**src/rtl/instr_prefetch_buffer.sv**
```systemverilog
// instr_prefetch_buffer: sequential instruction prefetch queue between Fetch
// and the memory controller's instruction port. Keeps up to DEPTH
// {address, instruction} pairs, serves Fetch from the head, and flushes and
// restarts from the new PC on any redirect.
//
// Optional build macro: PF_STATS_EN adds saturating hit/miss counters
// (pf_hit_count, pf_miss_count).
//
// Handshake: pf_mc_en is a level request. Once raised, it stays high with a
// stable pf_mc_addr until the one-cycle mc_pf_ack pulse, which marks
// mc_pf_data valid. Only one request is ever outstanding. On the Fetch side
// there is no ready: pf_if_valid is combinational, and a served entry is
// consumed in the same cycle unless ex_if_stall is high.
module instr_prefetch_buffer #(
  parameter int                 DEPTH      = 4,
  parameter int                 ADDR_W     = 18,
  parameter int                 ADDR_STEP  = 2,
  parameter logic [ADDR_W-1:0]  RESET_ADDR = '0
) (
  input  logic              clock,
  input  logic              reset,
  input  logic              if_pf_req,
  input  logic [ADDR_W-1:0] if_pf_addr,
  input  logic              ex_if_stall,
  output logic              pf_if_valid,
  output logic [31:0]       pf_if_instruc,
  output logic              pf_mc_en,
  output logic [ADDR_W-1:0] pf_mc_addr,
  input  logic              mc_pf_ack,
  input  logic [31:0]       mc_pf_data
`ifdef PF_STATS_EN
  ,
  output logic [15:0]       pf_hit_count,
  output logic [15:0]       pf_miss_count
`endif
);

  localparam int               PTR_W   = (DEPTH > 1) ? $clog2(DEPTH) : 1;
  localparam logic [PTR_W:0]   DEPTH_C = (PTR_W+1)'(DEPTH);
  localparam logic [PTR_W:0]   CNT_ONE = (PTR_W+1)'(1);
  localparam logic [PTR_W-1:0] PTR_ONE = PTR_W'(1);

  // IDLE: no read in flight. BUSY: read in flight, data will be kept.
  // DRAIN: read in flight, but its data belongs to a flushed stream.
  typedef enum logic [1:0] {
    IDLE  = 2'd0,
    BUSY  = 2'd1,
    DRAIN = 2'd2
  } state_t;

  state_t            state_q, state_d;
  logic [ADDR_W-1:0] addr_mem [DEPTH];
  logic [31:0]       data_mem [DEPTH];
  logic [PTR_W-1:0]  head_q, tail_q;
  logic [PTR_W:0]    count_q;
  logic [ADDR_W-1:0] fetch_addr_q;
  logic [ADDR_W-1:0] mc_addr_q;

  logic              empty, full;
  logic [ADDR_W-1:0] head_addr, expected_addr;
  logic              redirect, pop, push, issue;

  assign empty         = (count_q == '0);
  assign full          = (count_q == DEPTH_C);
  assign head_addr     = addr_mem[head_q];
  // The PC Fetch should ask for next: the queue head, or the address that
  // will arrive next when nothing is buffered yet.
  assign expected_addr = empty ? fetch_addr_q : head_addr;
  assign redirect      = if_pf_req && (if_pf_addr != expected_addr);

  assign pf_if_valid   = if_pf_req && !empty && (head_addr == if_pf_addr);
  assign pf_if_instruc = empty ? 32'd0 : data_mem[head_q];
  assign pop           = pf_if_valid && !ex_if_stall;
  // A flush in the ack cycle discards the returning data.
  assign push          = (state_q == BUSY) && mc_pf_ack && !redirect;

  assign pf_mc_en      = (state_q != IDLE);
  assign pf_mc_addr    = mc_addr_q;

  // Request FSM next-state: issue when there is room, track the in-flight read.
  always_comb begin
    state_d = state_q;
    issue   = 1'b0;
    case (state_q)
      IDLE: begin
        if (!redirect && !full) begin
          state_d = BUSY;
          issue   = 1'b1;
        end
      end
      BUSY: begin
        if (mc_pf_ack)     state_d = IDLE;
        else if (redirect) state_d = DRAIN;
      end
      DRAIN: begin
        if (mc_pf_ack) state_d = IDLE;
      end
      default: state_d = IDLE;
    endcase
  end

  // Request FSM state register and latched request address.
  always_ff @(posedge clock or posedge reset) begin
    if (reset) begin
      state_q   <= IDLE;
      mc_addr_q <= '0;
    end else begin
      state_q <= state_d;
      if (issue) mc_addr_q <= fetch_addr_q;
    end
  end

  // Next sequential fetch address; a redirect reloads it with the new PC.
  always_ff @(posedge clock or posedge reset) begin
    if (reset) begin
      fetch_addr_q <= RESET_ADDR;
    end else if (redirect) begin
      fetch_addr_q <= if_pf_addr;
    end else if (push) begin
      fetch_addr_q <= fetch_addr_q + ADDR_W'(ADDR_STEP);
    end
  end

  // Queue pointers and occupancy; a redirect empties the queue.
  always_ff @(posedge clock or posedge reset) begin
    if (reset) begin
      head_q  <= '0;
      tail_q  <= '0;
      count_q <= '0;
    end else if (redirect) begin
      head_q  <= '0;
      tail_q  <= '0;
      count_q <= '0;
    end else begin
      if (push) tail_q <= tail_q + PTR_ONE;
      if (pop)  head_q <= head_q + PTR_ONE;
      case ({push, pop})
        2'b10:   count_q <= count_q + CNT_ONE;
        2'b01:   count_q <= count_q - CNT_ONE;
        default: count_q <= count_q;
      endcase
    end
  end

  // Queue storage; contents are only meaningful between head and tail.
  always_ff @(posedge clock) begin
    if (push) begin
      addr_mem[tail_q] <= fetch_addr_q;
      data_mem[tail_q] <= mc_pf_data;
    end
  end

`ifdef PF_STATS_EN
  // Saturating hit (pop) and miss (redirect) counters.
  always_ff @(posedge clock or posedge reset) begin
    if (reset) begin
      pf_hit_count  <= '0;
      pf_miss_count <= '0;
    end else begin
      if (pop && (pf_hit_count != 16'hFFFF))       pf_hit_count  <= pf_hit_count + 16'd1;
      if (redirect && (pf_miss_count != 16'hFFFF)) pf_miss_count <= pf_miss_count + 16'd1;
    end
  end
`endif

endmodule

```
**config.mk**
```make
export PLATFORM = sky130hd
export DESIGN_NAME = instr_prefetch_buffer
export DESIGN_NICKNAME = d
export VERILOG_FILES = /design/src/rtl/instr_prefetch_buffer.sv
export SDC_FILE = /design/constraint.sdc
export NUM_CORES = 1
export LEC_CHECK = 0
export CAP_MARGIN = 20
export CORE_MARGIN = 1
export CORE_UTILIZATION = 30
export DETAILED_ROUTE_END_ITERATION = 7
export PLACE_DENSITY = 0.47
export SYNTH_ARGS = -nofsm -noshare
export SYNTH_HDL_FRONTEND = slang
export SYNTH_SLANG_ARGS = --single-unit
```
**constraint.sdc**
```tcl
create_clock -name clock -period 3.9 [get_ports clock]
set_input_delay 0.78 -clock clock [delete_from_list [all_inputs] [get_ports clock]]
set_output_delay 0.78 -clock clock [all_outputs]
set_load 0.01 [all_outputs]
```
==> summary.md <==
| Metric | Value |
|---|---|
| Synth area leaders | `edfxtp_1 57%, dfrtp_1 11%, mux4_2 9.5%, xnor2_1 2.8%, mux2i_1 2.3%` |
| Synth Area in Adders | `0.789%` |
| Post-synth EDFFs | `200` |
| Crit path to | `pf_if_valid` |
| Core Rows | `68` |
| Starting Density | `30.4%` |
| Post-layout util | `39.4%` |
| Synth area leader | `edfxtp_1` |
| Max_cap viols | `0` |
| Global placement routability congestion | `0.825` |
| RSZ-0062 raised after global routing | `yes` |
| DR DRC count | `0` |
| # fillers | `3171` |
| Synthesized-area fraction occupied by ao, oa, aoi and oai cells | `3.36%` |
| Clock Pin Slew Worst Setup and Hold Paths | `0.06 ns` |
| CTS sink count | `245` |
| Setup violations, final | `0` |
| Num CTS Buffers | `28` |
| Worst Setup End Kind | `output pin` |
| DRC marker count from the first detailed-route iteration | `360` |
| TritonCTS clock tree | `built` |
| P per Cell Area | `481 nW/um2` |
| Startpoint types | `flip-flop` |
| Area Overhead vs Synth | `29.8%` |
| Synth Warn # | `0` |
| Tmin final | `3.85 ns` |
| Fmax | `0.260 GHz` |
| Initial antenna violation count | `0` |
| Seq/Total Area, Yosys | `68.1%` |
| CTS H-tree depth | `1` |
| #FFs+latches synth | `245` |
| Pin count of the biggest net entering global routing | `46` |
| Die area | `35600 um2` |
| GRT Util Overall | `14.2%` |
| Slew HR | `57.8%` |
| WL/cell | `19.8 um` |
| Status | `completed` |
| Tightest Pin Transition | `0.634 ns` |
| Share of cells above drive strength 1 | `20.6%` |
| CP arrival | `3.07 ns` |
| Worst-skew pair later-pin latency | `0.54 ns` |
| First-pass GRT wire length | `38600 um` |
| Core ar. | `34500 um2` |
| Root Driver | `clkbuf_16` |
| Power Total | `6.53 mW` |
| Top FF cell, synth | `edfxtp_1` |
| Setup slack, reg-to-reg | `0.46 ns` |
| Grt ovf | `0` |
| WL final | `24900 um` |
| Cells on Worst Hold Path | `1` |
| Post-Synth XOR/XNOR Area | `4.44%` |
| Hpwl dp | `15800 um` |
| Commonest cells post-synth | `200 x edfxtp_1, 45 x dfrtp_1, 44 x mux4_2` |
| Cell count after synthesis | `624` |
| DR vias | `5946` |
| Top-count cell post-synth | `edfxtp_1` |
| FF-to-FF Start | `head_q[0]$_DFFE_PP0P_` |
| Critical path origin | `head_q[1]$_DFFE_PP0P_` |
| CP required | `3.12 ns` |
| Post-synthesis simple-gate area fraction | `7.32%` |
| Crit Reg-Reg Endpoint | `data_mem[2][8]$_DFFE_PP_` |
| Largest family of logic cells by synthesized area | `multiplexers` |
| Leak | `4.56 nW` |
| Number of global-route vias before repair | `6460` |
| Worst vdd ir | `0.304 mV` |
| Mapped Area | `10500 um2` |
| Pre-antenna DRT Iters | `4` |
| Library cells used by synthesis | `57` |
| Number of port buffers | `106` |
| Hold Crit Class | `flip-flop to flip-flop` |
| Final #Nets | `839` |
| IO Pins | `107` |
| Top-area cell type share of the netlist area | `57.4%` |
| Worst clock skew | `0.0110 ns` |
| Average cell area after synthesis | `16.8 um2` |
| Die H | `189 um` |
| Asr flop ratio synth | `18.4%` |
| Crit path max fanout | `5` |
| Path type of the worst setup path | `flip-flop to output pin` |
| Max Slew Vio Count | `0` |
| Routed Antenna Nets | `0` |
| Worst r2r path cells | `11` |
| Via/cell ratio | `4.74` |
| Synthesized Nets | `685` |
| Tcrit/Tclk final | `98.6%` |
| Clock buffer depth | `3` |
| Die Wd | `189 um` |
| Mux contribution to synthesized area | `13.9%` |
| Final Hold Fails | `0` |
| Diode count | `0` |
flip-flops by register name, summed over array words and instances, names as in the netlist:
signal,count
data_mem,128
addr_mem,72
fetch_addr_q,18
pf_mc_addr,18
count_q,3
head_q,2
state_q,2
tail_q,2
area by class of cell:
cell class / instances / area, um2 / area share, %
timing repair buffer: 159 / 1610 / 11.8
clock buffer: 35 / 798 / 5.88
multi-input combinational: 336 / 3170 / 23.3
sequential: 245 / 7140 / 52.6
clock inverter: 17 / 270 / 1.99
inverter: 8 / 30.0 / 0.221
tap: 455 / 569 / 4.19
critical path: stages, from the launching register on:
cell,delay (ns)
dfrtp_4,0.55
buf_12,0.17
buf_12,0.12
mux4_2,0.28
xnor2_1,0.15
nand3_1,0.15
a211oi_2,0.16
buf_4,0.15
nor4b_4,0.24
buf_4,0.16
nor2b_1,0.14
clkdlybuf4s15_2,0.24
logic make-up (layout without fill, tap and decap cells):
family / count (synthesis) / after routing
xor gates and xnor gates: 53 / 53
DFF: 245 / 245
AOI/OAI and AO/OA: 49 / 49
adders and majority gates: 6 / 6
muxes: 88 / 88
and+or+nand+nor: 140 / 140
buffers and inverters: 43 / 219
cell usage in the layout (no fill, tap or decap), types with 5 or more instances in the layout:
cell,count
mux4_2,44
bufinv_16,7
buf_12,11
edfxtp_1,200
nand2_1,17
nand2b_1,7
clkdlybuf4s50_1,105
xor2_1,19
inv_1,8
xnor2_1,34
ha_1,5
nor3_1,6
nor2_1,29
a21oi_1,19
mux2i_1,22
and2_1,35
nand3_1,15
buf_4,40
nand4_1,7
clkbuf_16,29
mux2_1,18
clkbuf_8,5
dfrtp_1,43
report_power, final:
| group | total (mW) | switching, mW | internal [mW] |
|---|---|---|---|
| clock network | 2.96 | 1.05 | 1.91 |
| logic | 0.534 | 0.232 | 0.302 |
| registers | 3.04 | 0.104 | 2.94 |
| total | 6.53 | 1.38 | 5.15 |
worst min-delay path by stage:
stage          slack, ns                    startpoint                          to
2_1_floorplan       0.47  fetch_addr_q[10]$_DFFE_PP0P_   addr_mem[0][10]$_DFFE_PP_
4_1_cts             0.50     pf_mc_addr[6]$_DFFE_PP0P_   pf_mc_addr[6]$_DFFE_PP0P_
5_1_grt             0.52     pf_mc_addr[6]$_DFFE_PP0P_   pf_mc_addr[6]$_DFFE_PP0P_
3_5_place_dp        0.48    pf_mc_addr[11]$_DFFE_PP0P_  pf_mc_addr[11]$_DFFE_PP0P_
6_report            0.50     pf_mc_addr[6]$_DFFE_PP0P_   pf_mc_addr[6]$_DFFE_PP0P_
3_3_place_gp        0.48    pf_mc_addr[15]$_DFFE_PP0P_  pf_mc_addr[15]$_DFFE_PP0P_
metal layers:
metal / track usage (%) / up-vias / part of all wire (%)
met3: 2.46 / 36 / 4.9
met4: 3.72 / 0 / 2.1
met2: 22.4 / 157 / 46
met1: 20.2 / 3034 / 47
met5: 0 / - / 0
li1: - / 2719 / -
what timing repair did:
item                                    CTS  global route
setup buffers                             4             0
endpoints found under the setup margin   23            23
pin swaps                                 2             0
resized for setup                        11             4
hold buffers                              0             0
metrics by stage:
step	setup slack [ns]	hold WS, ns	TNS (ns)	std cells	instance area, um2
finish	0.0541	0.496	0	1255	13600
floorplan	0.505	0.474	0	624	10500
global placement	-0.242	0.475	-0.242	1199	12400
global route	-0.0761	0.518	-0.0761	1255	13600
detailed placement	-0.185	0.479	-0.185	1199	12400
CTS	-0.0321	0.503	-0.0321	1255	13600
Power figures use the tool's default switching activity.
